===== config.mk =====
export PLATFORM = sky130hd
export DESIGN_NAME = tlc_param_flat
export DESIGN_NICKNAME = d
export VERILOG_FILES = /design/src/rtl/tlc_pkg.sv /design/src/rtl/tlc_param_if.sv /design/src/rtl/tlc_dwell_timer.sv /design/src/rtl/tlc_param.sv /design/src/flat_wrapper.sv
export SDC_FILE = /design/constraint.sdc
export NUM_CORES = 1
export LEC_CHECK = 0
export CAP_MARGIN = 20
export CORE_AREA = 2 2 39 41
export CTS_BUF_LIST = sky130_fd_sc_hd__clkbuf_16
export CTS_CLUSTER_SIZE = 40
export DETAILED_ROUTE_END_ITERATION = 8
export DIE_AREA = 0 0 41 43
export PLACE_DENSITY = 0.62
export RECOVER_POWER = 50
export SYNTH_ARGS = -nofsm -noshare
export SYNTH_HDL_FRONTEND = slang
export SYNTH_SLANG_ARGS = --single-unit

===== constraint.sdc =====
create_clock -name clk -period 3.35 [get_ports clk]
set_clock_uncertainty 0.2 [all_clocks]
set_input_delay 0.335 -clock clk [delete_from_list [all_inputs] [get_ports clk]]
set_output_delay 0.335 -clock clk [all_outputs]
set_load 0.005 [all_outputs]

===== src/rtl/tlc_pkg.sv =====
// rtl/tlc_pkg.sv - shared lamp encodings, state codes and counter sizing for tlc_param
// Purpose : types and helpers imported by every tlc_param file.
// Optional: TLC_PED_EN adds the PED_WALK state code.
package tlc_pkg;

  localparam logic [1:0] LAMP_GREEN  = 2'b00;
  localparam logic [1:0] LAMP_YELLOW = 2'b01;
  localparam logic [1:0] LAMP_RED    = 2'b10;

  // The state value is the observable phase code, so the encoding is fixed.
  typedef enum logic [2:0] {
    A_GREEN  = 3'd0,
    A_YELLOW = 3'd1,
    RED_AB   = 3'd2,
    B_GREEN  = 3'd3,
    B_YELLOW = 3'd4,
`ifdef TLC_PED_EN
    RED_BA   = 3'd5,
    PED_WALK = 3'd6
`else
    RED_BA   = 3'd5
`endif
  } state_t;

  function automatic int max_dur(int a, int b, int c, int d);
    int m;
    m = a;
    if (b > m) m = b;
    if (c > m) m = c;
    if (d > m) m = d;
    return m;
  endfunction

  // Bits needed to hold every value 0..max duration.
  function automatic int cnt_width(int dur);
    return $clog2(dur + 1);
  endfunction

endpackage


===== src/rtl/tlc_param_if.sv =====
// rtl/tlc_param_if.sv - sensor and lamp bundle between controller and intersection
// Purpose : groups sensors, lamp drivers and phase observation.
// Ports   : Ta/Tb sensors, La/Lb lamps, phase code; with TLC_PED_EN also ped_req/walk.
// Modports: master = controller, slave = intersection side.
interface tlc_param_if;
  logic       Ta;
  logic       Tb;
  logic [1:0] La;
  logic [1:0] Lb;
  logic [2:0] phase;
`ifdef TLC_PED_EN
  logic       ped_req;
  logic       walk;

  modport master (input Ta, Tb, ped_req, output La, Lb, phase, walk);
  modport slave  (output Ta, Tb, ped_req, input La, Lb, phase, walk);
`else
  modport master (input Ta, Tb, output La, Lb, phase);
  modport slave  (output Ta, Tb, input La, Lb, phase);
`endif
endinterface


===== src/rtl/tlc_dwell_timer.sv =====
// rtl/tlc_dwell_timer.sv - saturating dwell counter with synchronous clear
// Purpose : counts cycles spent in the current phase.
// Ports   : clk, rst (async, active-high), clr (zero on next edge), cnt (count out).
module tlc_dwell_timer #(
  parameter int WIDTH = 4,
  parameter int SAT   = 7
) (
  input  logic             clk,
  input  logic             rst,
  input  logic             clr,
  output logic [WIDTH-1:0] cnt
);

  localparam logic [WIDTH-1:0] SAT_V = WIDTH'(SAT);

  always_ff @(posedge clk or posedge rst) begin
    if (rst) begin
      cnt <= '0;
    end else if (clr) begin
      cnt <= '0;
    end else if (cnt != SAT_V) begin
      cnt <= cnt + 1'b1;
    end
  end

endmodule


===== src/rtl/tlc_param.sv =====
// rtl/tlc_param.sv - parametrised two-street traffic light controller
// Purpose : green/yellow/all-red sequencing with min/max green and Moore lamp decode.
// Ports   : clk, reset (async, active-high), bus (tlc_param_if.master: Ta, Tb, La, Lb, phase).
// Optional: TLC_PED_EN adds ped_req/walk and the PED_WALK phase after RED_BA.
module tlc_param
  import tlc_pkg::*;
#(
  parameter int MIN_GREEN     = 4,
  parameter int MAX_GREEN     = 8,
  parameter int YELLOW_CYCLES = 2,
  parameter int ALLRED_CYCLES = 1,
  parameter int WALK_CYCLES   = 3
) (
  input  logic         clk,
  input  logic         reset,
  tlc_param_if.master  bus
);

  localparam int MAX_DUR = max_dur(MAX_GREEN, YELLOW_CYCLES, ALLRED_CYCLES, WALK_CYCLES);
  localparam int CW      = cnt_width(MAX_DUR);

  // Last-cycle values of each phase; a phase ends on the edge that sees these.
  localparam logic [CW-1:0] MIN_LAST = CW'(MIN_GREEN - 1);
  localparam logic [CW-1:0] MAX_LAST = CW'(MAX_GREEN - 1);
  localparam logic [CW-1:0] YEL_LAST = CW'(YELLOW_CYCLES - 1);
  localparam logic [CW-1:0] RED_LAST = CW'(ALLRED_CYCLES - 1);

  state_t        state;
  state_t        next_state;
  logic [CW-1:0] cnt;
  logic          state_change;

  // Saturating at the longest phase keeps the counter meaningful for every
  // phase; with ordinary settings that is MAX_GREEN-1.
  tlc_dwell_timer #(
    .WIDTH (CW),
    .SAT   (MAX_DUR - 1)
  ) u_timer (
    .clk (clk),
    .rst (reset),
    .clr (state_change),
    .cnt (cnt)
  );

  assign state_change = (next_state != state);

`ifdef TLC_PED_EN
  localparam logic [CW-1:0] WALK_LAST = CW'(WALK_CYCLES - 1);
  logic ped_pending;

  // Request captured at any time; consumed only when PED_WALK is entered.
  // A request on the entry edge itself is kept for the following round.
  always_ff @(posedge clk or posedge reset) begin
    if (reset) begin
      ped_pending <= 1'b0;
    end else if (bus.ped_req) begin
      ped_pending <= 1'b1;
    end else if (state == RED_BA && next_state == PED_WALK) begin
      ped_pending <= 1'b0;
    end
  end
`endif

  always_ff @(posedge clk or posedge reset) begin
    if (reset) begin
      state <= A_GREEN;
    end else begin
      state <= next_state;
    end
  end

  always_comb begin
    next_state = state;
    unique case (state)
      A_GREEN:  if ((cnt >= MIN_LAST && !bus.Ta) || cnt == MAX_LAST) next_state = A_YELLOW;
      A_YELLOW: if (cnt == YEL_LAST) next_state = RED_AB;
      RED_AB:   if (cnt == RED_LAST) next_state = B_GREEN;
      B_GREEN:  if ((cnt >= MIN_LAST && !bus.Tb) || cnt == MAX_LAST) next_state = B_YELLOW;
      B_YELLOW: if (cnt == YEL_LAST) next_state = RED_BA;
`ifdef TLC_PED_EN
      RED_BA:   if (cnt == RED_LAST) next_state = ped_pending ? PED_WALK : A_GREEN;
      PED_WALK: if (cnt == WALK_LAST) next_state = A_GREEN;
`else
      RED_BA:   if (cnt == RED_LAST) next_state = A_GREEN;
`endif
      default:  next_state = A_GREEN;
    endcase
  end

  // Moore decode from the state register only; unlisted codes show all-red.
  always_comb begin
    bus.La    = LAMP_RED;
    bus.Lb    = LAMP_RED;
    bus.phase = state;
`ifdef TLC_PED_EN
    bus.walk  = (state == PED_WALK);
`endif
    case (state)
      A_GREEN:  bus.La = LAMP_GREEN;
      A_YELLOW: bus.La = LAMP_YELLOW;
      B_GREEN:  bus.Lb = LAMP_GREEN;
      B_YELLOW: bus.Lb = LAMP_YELLOW;
      default:  ;
    endcase
  end

endmodule


===== src/flat_wrapper.sv =====
// flat-port wrapper written by rule: the top's interface ports become plain ports
module tlc_param_flat import tlc_pkg::*;
#(
  parameter int MIN_GREEN     = 4,
  parameter int MAX_GREEN     = 8,
  parameter int YELLOW_CYCLES = 2,
  parameter int ALLRED_CYCLES = 1,
  parameter int WALK_CYCLES   = 3
)
  (clk, reset, bus_Ta, bus_Tb, bus_La, bus_Lb, bus_phase);
  tlc_param_if bus_i ();
  input  logic clk;
  input  logic reset;
  input wire logic [$bits(bus_i.Ta)-1:0] bus_Ta;
  input wire logic [$bits(bus_i.Tb)-1:0] bus_Tb;
  output wire logic [$bits(bus_i.La)-1:0] bus_La;
  output wire logic [$bits(bus_i.Lb)-1:0] bus_Lb;
  output wire logic [$bits(bus_i.phase)-1:0] bus_phase;
  assign bus_i.Ta = bus_Ta;
  assign bus_i.Tb = bus_Tb;
  assign bus_La = bus_i.La;
  assign bus_Lb = bus_i.Lb;
  assign bus_phase = bus_i.phase;
  tlc_param #(.MIN_GREEN(MIN_GREEN), .MAX_GREEN(MAX_GREEN), .YELLOW_CYCLES(YELLOW_CYCLES), .ALLRED_CYCLES(ALLRED_CYCLES), .WALK_CYCLES(WALK_CYCLES)) u_core (.clk(clk), .reset(reset), .bus(bus_i));
endmodule

==> results_dict.tcl <==
set metrics [dict create \
    hold_viol 0 \
    synth_most_common_cell "nor2_1" \
    yosysWarnings 0 \
    multi_input_area_um2 316.6 \
    finalSetupViolations 0 \
    grt_max_degree 12 \
    port_buffers 10 \
    clock_latency_ns 0.22 \
    place_ws_ns 1.374 \
    setup_slack_ns 1.216 \
    p_sw_uw 284.1 \
    crit_path_max_fanout 8 \
    seqPwrFrac_pct 26.3 \
    crit_arrival_ns 1.60 \
    max_freq_mhz 468.6 \
    cp_data_required_time_ns 2.81 \
    die_w_um 41 \
    min_period_ns 2.134 \
    wirelength_um 1043 \
    drc 0 \
    numCtsBuffers 3 \
    vias 464 \
    p_leak_uw 0.0003225 \
    syn_nets 71 \
    ys_seq_area_share_pct 32.79 \
    clockRootBuffer "clkbuf_16" \
    swShare_pct 37.06 \
    ys_types 32 \
    cts_resized 0 \
    fillers 142 \
    async_reset_ff_share_pct 100.0 \
    syn_avg_cell_area_um2 8.348 \
    gp_congestion 0.7626 \
    cts.htree.levels 1 \
    clk_pin_slew_ns 0.03 \
    max-vdd-ir-drop_mv 0.5695 \
    holdCritPathClass "in -> async" \
    status "finished clean" \
    yosysTopAreaCell "dfrtp_1" \
    synthTopCellsByCount "10 x nor2_1, 7 x dfrtp_1, 5 x inv_1" \
    rows 14 \
    layout.cells.non_filler 91 \
    ant_nets 0 \
    hold_buffers 0 \
    drv_cap 0 \
    comb_power_share_pct 48.4 \
    core_um2 1384 \
    cts.sinks 7 \
    fin_setup_tns_ns 0 \
    syn_inst 64 \
    seqCellArea_um2 175.2 \
    syn_area_um2 534.3 \
    design.portCount 11 \
    rsz0062_at_grt "no" \
    numPlacedInstances 87 \
    antenna_found_initial 0 \
    synthTopCellsByArea "dfrtp_1 33%, ha_1 7.0%, nor2_1 7.0%" \
    drv_slew 0 \
    final_util_pct 51.27 \
    viasPerCell 5.099 \
    grt_overflow_total 0 \
    grtUsageTotal_pct 14.85 \
    path_class "reg -> out" \
    worst_slew_pin_slew_ns 0.4518 \
    slew_headroom_pct 69.81 \
    cp-start-kind "flip-flop" \
    wl_per_cell_um 11.46 \
    drt-initial-drc-count 5 \
    grt_first_pass_wirelength_um 1773 \
    synth_top_area_share_pct 32.79 \
    nNetsFinal 83 \
    synth_ff_type "dfrtp_1" \
    die_area_um2 1763 \
    initial_core_util_pct 38.61 \
    cts_buffer_depth 2 \
    p_clk_share_pct 25.3 \
    power.density_nw_per_um2 1081 \
    end_kind "output pin" \
    postCtsSetupRepairBufs 0 \
    areaGrowthSynthToFinish_pct 32.79 \
    dp_hpwl_um 785.6 \
    cts_tree "built" \
    antennaDiodeCount 0 \
    layout-drive-gt1-share_pct 13.33 \
    ys_seq_elements 7 \
    synth_edf_count 0 \
    fin_crit_sh_pct 63.70 \
    die_h_um 43 \
    drt_pass1_iterations 2 \
    grt_pass1_vias 422 \
    p_int_uw 482.5 \
]
critical path, cell delays in order (launching register included):
cell and delay, ns:
dfrtp_1 0.44, inv_1 0.17, nand2_1 0.12, o22a_1 0.21, clkdlybuf4s50_1 0.44
sequential cells by signal, indices dropped and copies added (netlist names):
name and cells:
u_core.u_timer.cnt 4, u_core.bus.phase 3
power by group through the flow:
| stage | Clock (uW) | Sequential [uW] | Combinational (uW) |
|---|---|---|---|
| 4_1_cts | 198 | 200 | 378 |
| 3_3_place_gp | 0 | 203 | 377 |
| 2_1_floorplan | 0 | 164 | 288 |
| 3_5_place_dp | 0 | 201 | 375 |
| 6_report | 194 | 201 | 371 |
| 5_1_grt | 205 | 213 | 425 |
stage by stage:
step	power [uW]	area [um^2]	hold slack, ns
global route	844.0	709.4	0.3020
finish	766.6	709.4	0.2655
global placement	580.5	630.6	0.3711
CTS	776.2	709.4	0.1352
floorplan	451.8	534.3	-0.06160
detailed placement	575.8	630.6	0.3700
path summary, 6_finish.rpt:
check / cells after the start / endpoint / startpoint / slack (ns)
max in group asynchronous: 2 / u_core.u_timer.cnt[1] / reset / 2.49
min in group clk: 2 / u_core.u_timer.cnt[1] / u_core.u_timer.cnt[1] / 0.40
min: 2 / u_core.bus.phase[2] / reset / 0.27
max: 4 / bus_Lb[1] / u_core.bus.phase[1] / 1.22
max reg2reg: 6 / u_core.u_timer.cnt[3] / u_core.u_timer.cnt[0] / 1.41
min reg2reg: 2 / u_core.u_timer.cnt[1] / u_core.u_timer.cnt[1] / 0.40
cells in the final DEF (no fill, tap or decap), types with 2 or more instances in the layout:
cell,instances
clkbuf_16,3
o21ai_0,4
nand2b_1,2
nor2_1,10
ha_1,3
or2_2,3
dfrtp_1,7
nand3_1,3
inv_1,6
dlygate4sd3_1,2
nand2_1,4
clkdlybuf4s50_1,8
per-layer routing:
| layer | part of all wire, % | vias to the layer above | global-route usage [%] |
|---|---|---|---|
| li1 | - | 243 | - |
| met1 | 48 | 216 | 21.14 |
| met2 | 50 | 5 | 21.25 |
| met3 | 2.0 | 0 | 1.571 |
| met4 | 0 | 0 | 8.000 |
| met5 | 0 | - | 0 |
layout make-up:
| cell class | instances | share of cell area [%] |
|---|---|---|
| multi-input cells | 49 | 44.62 |
| well taps | 16 | 2.822 |
| clock inverters | 1 | 0.5291 |
| inverters | 5 | 2.646 |
| clock buffers | 3 | 10.58 |
| repair buffers | 10 | 14.11 |
| flip-flops and latches | 7 | 24.69 |
kinds of logic after synthesis:
logic type / after synthesis / share of synthesized area (%)
buf+inv: 8 / 7.962
compound gates: 16 / 21.31
xor+xnor: 1 / 1.640
flops: 7 / 32.79
mux: 1 / 1.874
simple gates: 28 / 27.40
fa+ha+maj: 3 / 7.027
Note: power is estimated with default switching activity, not from simulation.
